File: src/rtl/spi_sync_bridge.sv
// spi_sync_bridge: system-clock companion to the SPI slave core.
// Brings the core's sclk-domain strobes and ssel into clk, captures
// received words, and stages the next transmit word in a single-entry
// pending register with a txWr/txReady handshake.
// Build option: define SPI_BRIDGE_CNT_EN to add the saturating
// rxCount/urCount statistics counters. Without it both read as 0.
module spi_sync_bridge #(
  parameter int unsigned         DATA_WDT = 8,
  parameter logic [DATA_WDT-1:0] TX_IDLE  = '0
) (
  input  logic                clk,
  input  logic                reset,
  input  logic                spiSsel,
  input  logic                spiTxLoadFirst,
  input  logic                spiTxLoadFollow,
  output logic [DATA_WDT-1:0] spiTxData,
  input  logic                spiRxRdy,
  input  logic [DATA_WDT-1:0] spiRxData,
  input  logic [DATA_WDT-1:0] txWord,
  input  logic                txWr,
  output logic                txReady,
  output logic [DATA_WDT-1:0] rxWord,
  output logic                rxValid,
  output logic                csStart,
  output logic                csStop,
  output logic                txUnderrun,
  output logic [15:0]         rxCount,
  output logic [15:0]         urCount
);

  // Each vector is {s3, s2, s1}; s1/s2 resolve metastability, s3 is history.
  logic [2:0] sselSync;
  logic [2:0] rxRdySync;
  logic [2:0] loadFirstSync;
  logic [2:0] loadFollowSync;

  logic                sselS2;
  logic                sselFall;
  logic                sselRise;
  logic                rxRdyFall;
  logic                loadEdge;

  logic [DATA_WDT-1:0] pending;
  logic                pendFull;
  logic                armed;

  // Synchronizer chains, reset to the idle level of each line.
  always_ff @(posedge clk or negedge reset) begin
    if (!reset) begin
      sselSync       <= 3'b111;
      rxRdySync      <= 3'b000;
      loadFirstSync  <= 3'b000;
      loadFollowSync <= 3'b000;
    end else begin
      sselSync       <= {sselSync[1:0], spiSsel};
      rxRdySync      <= {rxRdySync[1:0], spiRxRdy};
      loadFirstSync  <= {loadFirstSync[1:0], spiTxLoadFirst};
      loadFollowSync <= {loadFollowSync[1:0], spiTxLoadFollow};
    end
  end

  assign sselS2    = sselSync[1];
  assign sselFall  = sselSync[2] & ~sselSync[1];
  assign sselRise  = ~sselSync[2] & sselSync[1];
  assign rxRdyFall = rxRdySync[2] & ~rxRdySync[1];
  assign loadEdge  = (loadFirstSync[1] & ~loadFirstSync[2]) |
                     (loadFollowSync[1] & ~loadFollowSync[2]);

  assign txReady = ~pendFull;

  // Frame pulses and receive capture; an rxRdy fall seen while ssel is
  // already high comes from the core being reset by ssel and is dropped.
  always_ff @(posedge clk or negedge reset) begin
    if (!reset) begin
      csStart <= 1'b0;
      csStop  <= 1'b0;
      rxValid <= 1'b0;
      rxWord  <= '0;
    end else begin
      csStart <= sselFall;
      csStop  <= sselRise;
      rxValid <= rxRdyFall & ~sselS2;
      if (rxRdyFall && !sselS2) begin
        rxWord <= spiRxData;
      end
    end
  end

  // Transmit staging: a load consumes the pending word or falls back to
  // TX_IDLE with an underrun; while idle, a pending word is pushed to the
  // core early so the first word of the next frame is already in place.
  // The write is resolved last so a same-cycle load sees the old state.
  always_ff @(posedge clk or negedge reset) begin
    if (!reset) begin
      spiTxData  <= TX_IDLE;
      pending    <= '0;
      pendFull   <= 1'b0;
      armed      <= 1'b0;
      txUnderrun <= 1'b0;
    end else begin
      txUnderrun <= 1'b0;
      if (sselRise && !armed) begin
        spiTxData <= TX_IDLE;
      end
      if (loadEdge) begin
        if (pendFull) begin
          spiTxData <= pending;
          armed     <= 1'b1;
          pendFull  <= 1'b0;
        end else begin
          spiTxData  <= TX_IDLE;
          armed      <= 1'b0;
          txUnderrun <= 1'b1;
        end
      end else if (sselS2 && !armed && pendFull) begin
        spiTxData <= pending;
        armed     <= 1'b1;
        pendFull  <= 1'b0;
      end
      if (txWr && !pendFull) begin
        pending  <= txWord;
        pendFull <= 1'b1;
      end
    end
  end

`ifdef SPI_BRIDGE_CNT_EN
  // Saturating statistics counters, cleared only by reset.
  always_ff @(posedge clk or negedge reset) begin
    if (!reset) begin
      rxCount <= '0;
      urCount <= '0;
    end else begin
      if (rxValid && rxCount != 16'hFFFF) begin
        rxCount <= rxCount + 16'd1;
      end
      if (txUnderrun && urCount != 16'hFFFF) begin
        urCount <= urCount + 16'd1;
      end
    end
  end
`else
  assign rxCount = '0;
  assign urCount = '0;
`endif

endmodule

File: config.mk
export PLATFORM = sky130hd
export DESIGN_NAME = spi_sync_bridge
export DESIGN_NICKNAME = d
export VERILOG_FILES = /design/src/rtl/spi_sync_bridge.sv
export SDC_FILE = /design/constraint.sdc
export NUM_CORES = 1
export LEC_CHECK = 0
export CORE_MARGIN = 5
export CORE_UTILIZATION = 41
export DETAILED_ROUTE_END_ITERATION = 8
export PLACE_DENSITY = 0.91
export SLEW_MARGIN = 30
export SYNTH_ARGS = -nofsm -noshare
export SYNTH_HDL_FRONTEND = slang
export SYNTH_SLANG_ARGS = --single-unit
File: constraint.sdc
create_clock -name clk -period 1.3 [get_ports clk]
set_input_delay 0.195 -clock clk [delete_from_list [all_inputs] [get_ports clk]]
set_output_delay 0.195 -clock clk [all_outputs]
set_load 0.02 [all_outputs]
Yosys cells after proc, flatten, opt, wreduce, memory -nomap -nowiden --
Index checks and enable logic that the tools add are counted.
Storage, ports and cells: flip-flop bits (word level) 42, output and inout port bits 53, word-level logic and storage cells 49
Operators by class: mux-type cells 12, bitwise gates (word level) 13, reductions and logical operators 11
Operators by type and width (count):
- $mux 8 | 4
- $mux 1 | 8
- $and 1x1->1 | 6
- $not 1->1 | 6
- $reduce_bool 3->1 | 2
- $logic_and 1x1->1 | 5
- $logic_not 1->1 | 3
- $reduce_bool 2->1 | 1
- $or 1x1->1 | 1

Longest topological paths before layout --
Gate-level depths: netlist of the first run.
depth in word-level cells 6, gate-level depth with buffers 3, depth with buffers taken out 3

Worst setup path after synthesis of the first run --
Ideal clock, no wire load.
path kind reg2reg, from register loadFollowSync[1], to register spiTxData[0], setup time 121 ps, arrival 1084 ps, data required time 1179 ps, slack 95 ps, stages on the path, launching flop included 4, path buffers 0, period minus slack after synthesis 1205 ps, cell sequence dfrtp_1 -> nor2b_2 -> o31a_1 -> a22o_1
Between the ends: word-level cells in the longest chain between the ends 3, elaborated cells on any way between the ends 4, those cells by class mux (1); bitwise (2); reduce/logical (1)
Ends and longest elaborated chain:
- start: declaration | RTL line 35 | logic [2:0] loadFollowSync;
- start signal: assignment | RTL line 58 | loadFollowSync <= {loadFollowSync[1:0], spiTxLoadFollow};
- $and 1x1->1 (*) | RTL line 67 | (loadFollowSync[1] & ~loadFollowSync[2]);
- $or 1x1->1 (*) | RTL line 66 | assign loadEdge = (loadFirstSync[1] & ~loadFirstSync[2]) |
- $reduce_bool 3->1 (no source line) / $mux 8 (equally long branches)
- end signal: assignment | RTL line 107 | spiTxData <= pending;
- end signal: assignment | RTL line 116 | spiTxData <= pending;
- end: declaration | RTL line 16 | output logic [DATA_WDT-1:0] spiTxData,
Every way passes the cells marked *; elsewhere a longest branch is shown, timed or not. A chain may end at the register's enable or synchronous reset.

Worst setup path after layout of the first run --
from register sselSync[1], to register spiTxData[7]
Between the ends: word-level cells in the longest chain between the ends 4, elaborated cells on any way between the ends 7, those cells by class mux (2); bitwise (1); reduce/logical (4)
Ends and longest elaborated chain:
- start: declaration | RTL line 32 | logic [2:0] sselSync;
- start signal: assignment | RTL line 55 | sselSync <= {sselSync[1:0], spiSsel};
- $logic_and 1x1->1 (2 in series) | RTL line 115 | end else if (sselS2 && !armed && pendFull) begin
- $mux 8 | RTL line 115
- $mux 8 | RTL line 105 | if (loadEdge) begin
Parallel ways exist; a longest one is shown, timed or not.

==> impl_metrics.toml, run 1 <==
[floorplan]
coreArea_um2 = 4000
die_y_um = 74.2
die_x_um = 74.2
num_io_pins = 76
rows = 23
die_area_um2 = 5510
start_util = 0.423

[cells_and_area]
layout.cells.non_filler = 230
insertedDiodeCount = 0
drive_gt1_frac = 0.267
nFillCells = 339
stdcell_area_um2 = 2290
multi_input_area_um2 = 541
final-seq-area_um2 = 1050
syn2layout_area_growth_pct = 35.3
final_nets = 202

[worst_setup_path]
r2r_start = "sselSync[1]"
end_kind = "flop"
cp_data_required_time_ns = 1.48
critPathMaxFanout = 8
crit_start = "sselSync[1]"
cp.arrival_ns = 1.50
r2r_slack_ns = -0.02
worst-setup-path-type = "flop to flop"
crit_end = "spiTxData[7]"
critPathLaunchType = "flop"
r2r_end = "spiTxData[7]"
ff2ff_path_depth = 4

[timing]
clock_skew_ns = 0.00624
finalMaxSlewViolations = 0
fin_ws_ns = -0.0210
min_period_ns = 1.32
fin_crit_sh = 1.02
rsz0062_at_grt = "yes"
setup_viol = 3
max_freq_ghz = 0.757
finalHoldViolCount = 0

[logic_synthesis]
synthTopCellsByCount = "39 x dfrtp_1, 32 x buf_4, 16 x mux2_2"
ys.flop_type = "dfrtp_1"
ys_warn_count = 0
netlist.area_leader.share = 0.577
synth_edf_count = 0
synthTopCellsByArea = "dfrtp_1 58%, buf_4 14%, mux2_2 11%"
syn-cell-area_um2 = 1690
syn_area_per_cell_um2 = 14.3
synthArstFlopShare = 1.00
synthCells = 118
synth.distinct_cells = 19
ys_seq_elements = 42
ys_seq_area_frac = 0.624
yosys.area.top_type = "dfrtp_1"
synth.most_common_cell = "dfrtp_1"

[global_route]
grt_max_degree = 43
grt_use_total = 0.118
grt_pass1_vias = 1001
antenna_found_initial = 0
grt_pass1_wl_um = 4770
globalRouteOverflowTotal = 0

[clock_tree]
insertion_delay_ns = 0.30
ctsHtreeMaxLevel = 2
clockBufferDepth = 2
root_buffer = "clkbuf_8"
clkTransAtPathRegs_ns = 0.07
cts_buffers = 5
cts_sinks = 42
tritoncts = "done"

[pwr]
switching_share = 0.298
p_per_area_nw_per_um2 = 1530
p_seq_frac = 0.478
combPwrFrac = 0.283
total_power_uw = 3500
pwr-share-clk = 0.240
p_sw_uw = 1040
p_leak_uw = 0.00113
max-vdd-ir-drop_v = 0.00104
p_int_uw = 2460

[detailed_routing]
drc = 0
vias = 965
viasPerCell = 4.20
routed_wl_um = 3050
dr.pass1.iters = 4
wl_per_cell_um = 13.2
first_iter_violations = 14
ant_nets = 0

[place]
place_ws_ns = -0.144
dp_cells = 217
numPortBuffers = 43
postPlaceCellArea_um2 = 2120
dpl.hpwl_um = 2180
gp_congestion = 0.661

[run_status]
status = "finished, violations left"
violations = "setup timing"

[run]
maxCapViolCount = 0

[worst_hold_path]
hp-class = "primary input to flop"
[cells by family after synthesis]
logic type             synth area share
buffers and inverters             0.150
muxes                             0.107
DFF                               0.624
and+or+nand+nor                  0.0489
AOI/OAI and AO/OA                0.0681
other                           0.00222
[cells in the final DEF (no fill, tap or decap), types with 2 or more instances in the layout]
cell type / n
dfrtp_1: 39
conb_1: 32
clkdlybuf4s50_1: 21
dlygate4sd2_1: 20
mux2_2: 11
a22o_1: 8
buf_4: 7
clkbuf_8: 6
mux2_4: 5
buf_6: 5
nor2b_4: 3
dfstp_2: 3
nor2b_1: 2
nor2_1: 2
nor3_1: 2
buf_2: 2
[what timing repair did]
| item | in CTS | in global routing |
|---|---|---|
| hold buffers | 1 | 0 |
| gates resized for setup | 28 | 12 |
| endpoints found under the setup margin | 35 | 25 |
| setup buffers | 2 | 3 |
| hold endpoints to repair | 39 | 0 |
| pin swaps | 1 | 3 |
[final cells by class]
class                           count  share of cell area
Clock buffer                        7              0.0377
Clock inverter                      1             0.00219
Inverter                            1             0.00164
Multi-Input combinational cell     72               0.236
Sequential cell                    42               0.461
Tap cell                           50              0.0274
Timing Repair Buffer               57               0.234
[flip-flops by register name, summed over array words and instances (netlist names), 3 cells and up]
register and count:
loadFirstSync 3, loadFollowSync 3, pending 8, rxRdySync 3, rxWord 8, spiTxData 8
sselSync 3
[per-layer routing]
metal	vias up	routed length (um)	GRT usage
li1	452	-	-
met1	477	1160	0.134
met3	6	225	0.0500
met4	0	48	0.0494
met5	-	0	0
met2	30	1610	0.198
[power groups by stage]
stage                     registers [uW]  logic (uW)  clock network (uW)
after floorplan                     1830         439                   0
after global placement              1680         981                   0
after detailed placement            1700        1000                   0
after CTS                           1670         933                 872
after global routing                1710        1070                 920
final                               1670         991                 840
[worst max-delay path, cell delays in order (launching register included)]
cell and delay (ns):
dfstp_2 0.39, and2b_2 0.22, o31a_1 0.27, buf_6 0.14, a22o_1 0.19
[metrics by stage]
stage | setup TNS [ns] | util | hold WS, ns
6_report | -0.0276 | 0.572 | 0.312
5_1_grt | -0.348 | 0.572 | 0.298
4_1_cts | -0.000402 | 0.559 | 0.309
3_5_place_dp | -1.10 | 0.531 | 0.179
3_3_place_gp | -0.957 | 0.531 | 0.183
2_1_floorplan | 0 | - | -0.101
[worst min path at each step]
stage / startpoint / end / slack, ns / cells after the start
after floorplan: reset / armed / -0.10 / 0
after CTS: spiSsel / sselSync[0] / 0.31 / 1
after global placement: reset / spiTxData[2] / 0.18 / 2
after global routing: spiSsel / sselSync[0] / 0.30 / 1
after detailed placement: reset / spiTxData[3] / 0.18 / 2
final: spiSsel / sselSync[0] / 0.31 / 1
(Power assumes the default switching activity.)
==> inputs of run 2 (changes only) <==
--- a/config.mk
+++ b/config.mk
@@ -8,7 +8,9 @@
 export CORE_MARGIN = 5
 export CORE_UTILIZATION = 41
 export DETAILED_ROUTE_END_ITERATION = 8
+export GPL_ROUTABILITY_DRIVEN = 0
 export PLACE_DENSITY = 0.91
+export SETUP_SLACK_MARGIN = 0.4
 export SLEW_MARGIN = 30
 export SYNTH_ARGS = -nofsm -noshare
 export SYNTH_HDL_FRONTEND = slang
==> impl_metrics.toml, run 2 (same netlist as run 1, synthesis figures left out) <==
[timing]
finalHoldViolCount = 15
setup_viol = 8
rsz0062_at_grt = "yes"
fin_ws_ns = -0.0321
max_freq_ghz = 0.751
clock_skew_ns = 0.00388
finalMaxSlewViolations = 0
fin_crit_sh = 1.02
min_period_ns = 1.33
whs_ns = -0.165

[global_route]
grt_pass1_wl_um = 5040
grt_use_total = 0.127
antenna_found_initial = 0
globalRouteOverflowTotal = 0
grt_pass1_vias = 1006
grt_max_degree = 27

[worst_hold_path]
hp-class = "primary input to async pin"

[cells_and_area]
reg_top3 = "pending: 8 flops, rxWord: 8 flops, spiTxData: 8 flops"
syn2layout_area_growth_pct = 45.9
insertedDiodeCount = 0
layout_commonest_cell = "dfrtp_1"
stdcell_area_um2 = 2470
fin_util = 0.617
drive_gt1_frac = 0.423
final_cell_mix = "38 x dfrtp_1, 32 x conb_1, 30 x buf_6"
final_nets = 211

[pwr]
p_per_area_nw_per_um2 = 1560
switching_share = 0.294
p_seq_frac = 0.446
combPwrFrac = 0.334
p_sw_uw = 1130
max-vdd-ir-drop_v = 0.000711
p_int_uw = 2710
pwr-share-clk = 0.219
p_leak_uw = 0.00121

[floorplan]
die_x_um = 74.2
die_area_um2 = 5510
coreArea_um2 = 4000
die_y_um = 74.2
start_util = 0.423
rows = 23
num_io_pins = 76

[clock_tree]
clockBufferDepth = 2
insertion_delay_ns = 0.29
tritoncts = "done"
ctsHtreeMaxLevel = 2
cts_sinks = 42
root_buffer = "clkbuf_8"
cts_buffers = 5
clkTransAtPathRegs_ns = 0.07

[worst_setup_path]
cp_data_required_time_ns = 1.47
worst-setup-path-type = "flop to flop"
critPathLaunchType = "flop"
end_kind = "flop"
cp.arrival_ns = 1.50
crit_buf_inv = 1
critPathMaxFanout = 5
crit_chain = "and2b_2, o31a_1, buf_6, a22o_1"
crit_path_max_incr_delay_ns = 0.38
path_delay_family = "compound AO/OA/AOI/OAI gates"
cp_slowest_cell = "dfstp_2"

[detailed_routing]
ant_nets = 0
viasPerCell = 4.23
wl_per_cell_um = 14.3
routed_wl_um = 3420
dr.pass1.iters = 4
first_iter_violations = 31
vias = 1012
drc = 0

[run]
maxCapViolCount = 0

[place]
postPlaceCellArea_um2 = 2170
dpl.hpwl_um = 2440
numPortBuffers = 43
place_ws_ns = -0.130

[run_status]
violations = "hold timing, setup timing"
status = "finished, violations left"
run 2: what timing repair did:
action	4_1_cts	5_1_grt
hold endpoints to repair	15	15
endpoints found under the setup margin	47	49
gates resized for setup	139	11
setup buffers	9	4
pin swaps	4	4
run 2: power groups by stage:
stage / clock (uW) / combinational (uW) / sequential, uW
after floorplan: 0 / 491 / 1840
after global placement: 0 / 1020 / 1690
after detailed placement: 0 / 1050 / 1710
after CTS: 865 / 1210 / 1710
after global routing: 930 / 1350 / 1740
final: 842 / 1280 / 1720
run 2: worst reg2reg max path: stages (launching register included):
cell	delay, ns
dfstp_2	0.38
and2b_2	0.22
o31a_1	0.28
buf_6	0.14
a22o_1	0.19
run 2: path summary, 6_finish.rpt:
path	startpoint	endpoint	slack (ns)	cells past startpoint
setup / recovery	sselSync[1]	spiTxData[7]	-0.03	4
hold / removal	reset	pending[5]	-0.17	1
setup reg to reg	sselSync[1]	spiTxData[7]	-0.03	4
hold reg to reg	loadFollowSync[0]	loadFollowSync[1]	0.35	0
max in group asynchronous	reset	sselSync[1]	0.92	2
min in group clk	spiSsel	sselSync[0]	0.32	1
run 2: metal layers:
layer,global-route usage,up-vias,share of wire
met5,0,-,0
met4,0.0711,0,0.017
met3,0.0324,5,0.057
met1,0.139,503,0.37
met2,0.223,33,0.56
li1,-,471,-
run 2: cell type report:
| cell class | count | area [um2] |
|---|---|---|
| clock inverter | 1 | 5.00 |
| inverter | 1 | 3.75 |
| clock buffer | 7 | 86.3 |
| fill | 299 | 1530 |
| sequential | 42 | 1060 |
| tap | 50 | 62.6 |
| multi-input combinational | 72 | 582 |
| timing repair buffer | 66 | 671 |
run 2: per-stage QoR:
step | total power (uW) | TNS [ns] | instances
floorplan | 2330 | 0 | 149
global placement | 2720 | -0.797 | 218
detailed placement | 2770 | -1.30 | 218
CTS | 3780 | -0.584 | 235
global route | 4030 | -0.454 | 239
finish | 3840 | -0.182 | 239
==> inputs of run 3 (changes only) <==
--- a/config.mk
+++ b/config.mk
@@ -7,6 +7,7 @@
 export LEC_CHECK = 0
 export CORE_MARGIN = 5
 export CORE_UTILIZATION = 41
+export CTS_CLUSTER_SIZE = 16
 export DETAILED_ROUTE_END_ITERATION = 8
 export GPL_ROUTABILITY_DRIVEN = 0
 export PLACE_DENSITY = 0.91
==> constraint.sdc (replaced) <==
create_clock -name clk -period 1.4 [get_ports clk]
set_input_delay 0.21 -clock clk [delete_from_list [all_inputs] [get_ports clk]]
set_output_delay 0.21 -clock clk [all_outputs]
set_load 0.02 [all_outputs]
==> impl_metrics.toml, run 3 (same netlist as run 1, synthesis figures left out) <==
[pwr]
p_int_uw = 2490
p_sw_uw = 1050
max-vdd-ir-drop_v = 0.000774
combPwrFrac = 0.323
pwr-share-clk = 0.226
p_seq_frac = 0.451
switching_share = 0.296
p_per_area_nw_per_um2 = 1470
p_leak_uw = 0.00117

[clock_tree]
cts_buffers = 5
ctsHtreeMaxLevel = 2
tritoncts = "done"
clkTransAtPathRegs_ns = 0.08
clockBufferDepth = 2
root_buffer = "clkbuf_8"
cts_sinks = 42
insertion_delay_ns = 0.29

[floorplan]
die_y_um = 74.2
num_io_pins = 76
die_area_um2 = 5510
start_util = 0.423
rows = 23
coreArea_um2 = 4000
die_x_um = 74.2

[detailed_routing]
routed_wl_um = 3360
drc = 0
dr.pass1.iters = 4
vias = 1012
viasPerCell = 4.27
first_iter_violations = 54
ant_nets = 0
wl_per_cell_um = 14.2

[worst_setup_path]
end_kind = "flop"
cp.arrival_ns = 1.52
path_delay_family = "compound AO/OA/AOI/OAI gates"
cp_data_required_time_ns = 1.59
crit_chain = "and2b_2, o31a_1, buf_4, a22o_1"
critPathLaunchType = "flop"
critPathMaxFanout = 3
cp_slowest_cell = "dfrtp_1"
crit_buf_inv = 1
worst-setup-path-type = "flop to flop"
crit_path_max_incr_delay_ns = 0.36

[cells_and_area]
final_cell_mix = "38 x dfrtp_1, 32 x conb_1, 27 x buf_6"
final_nets = 209
drive_gt1_frac = 0.406
syn2layout_area_growth_pct = 42.4
insertedDiodeCount = 0
nFillCells = 312
layout_commonest_cell = "dfrtp_1"
reg_top3 = "pending: 8 flops, rxWord: 8 flops, spiTxData: 8 flops"

[global_route]
grt_use_total = 0.128
globalRouteOverflowTotal = 0
grt_pass1_wl_um = 5160
antenna_found_initial = 0
grt_pass1_vias = 1022
grt_max_degree = 43

[timing]
finalMaxSlewViolations = 0
finalHoldViolCount = 0
fin_ws_ns = 0.0718
setup_viol = 0
clock_skew_ns = 0.0109
fin_crit_sh = 0.949
rsz0062_at_grt = "yes"
finalSetupTns_ns = 0
min_period_ns = 1.33
max_freq_ghz = 0.753

[place]
numPortBuffers = 43
place_ws_ns = -0.0740
dpl.hpwl_um = 2360

[run]
maxCapViolCount = 0

[run_status]
status = "finished clean"

[worst_hold_path]
hp-class = "primary input to flop"
[run 3: cell types whose count changed in the layout (fill, tap and decap cells not counted)]
cell / previous run / this run
mux2_2: 0 / 8
dlygate4sd3_1: 0 / 1
nor3b_2: 1 / 0
buf_6: 30 / 27
nor3b_1: 0 / 1
mux2_4: 16 / 8
[run 3: final timing paths]
kind / startpoint / end / slack [ns] / cells after the start
worst max-delay path: armed / spiTxData[1] / 0.07 / 4
worst min-delay path: spiSsel / sselSync[0] / 0.32 / 1
worst max register to register: armed / spiTxData[1] / 0.07 / 4
worst min register to register: loadFirstSync[0] / loadFirstSync[1] / 0.35 / 0
max in group asynchronous: reset / sselSync[0] / 0.70 / 3
min in group asynchronous: reset / pending[2] / 0.42 / 3
[run 3: layout make-up]
cell class / count / area [um2] / area share
Clock buffer: 7 / 86.3 / 0.0359
Clock inverter: 1 / 5.00 / 0.00208
Inverter: 1 / 3.75 / 0.00156
Multi-Input combinational cell: 72 / 547 / 0.227
Sequential cell: 42 / 1060 / 0.439
Tap cell: 50 / 62.6 / 0.0260
Timing Repair Buffer: 64 / 647 / 0.269
[run 3: what timing repair did]
action | CTS | global route
setup buffers | 9 | 5
endpoints found under the setup margin | 46 | 46
hold buffers | 1 | 0
pin swaps | 1 | 0
hold endpoints to repair | 39 | 0
gates resized for setup | 135 | 3
[run 3: power groups by stage]
stage | combinational [uW] | clock [uW] | sequential (uW)
after global routing | 1200 | 876 | 1620
after CTS | 1080 | 815 | 1590
after floorplan | 456 | 0 | 1700
final | 1140 | 800 | 1590
after detailed placement | 955 | 0 | 1590
after global placement | 928 | 0 | 1570
[run 3: metal layers]
layer  up-vias  part of all wire  GRT usage
met1       510              0.37      0.152
met4         0             0.014     0.0534
met2        31              0.55      0.216
li1        466                 -          -
met5         -                 0          0
met3         5             0.059     0.0405
[run 3: metrics by stage]
step	utilization	hold slack (ns)	total power [uW]	instance area [um2]	instances
final	0.602	0.320	3530	2410	237
after global routing	0.602	0.320	3700	2410	237
after CTS	0.591	0.306	3490	2360	232
after detailed placement	0.534	0.203	2540	2140	214
after global placement	0.534	0.194	2500	2140	214
after floorplan	-	-0.0856	2160	1850	149
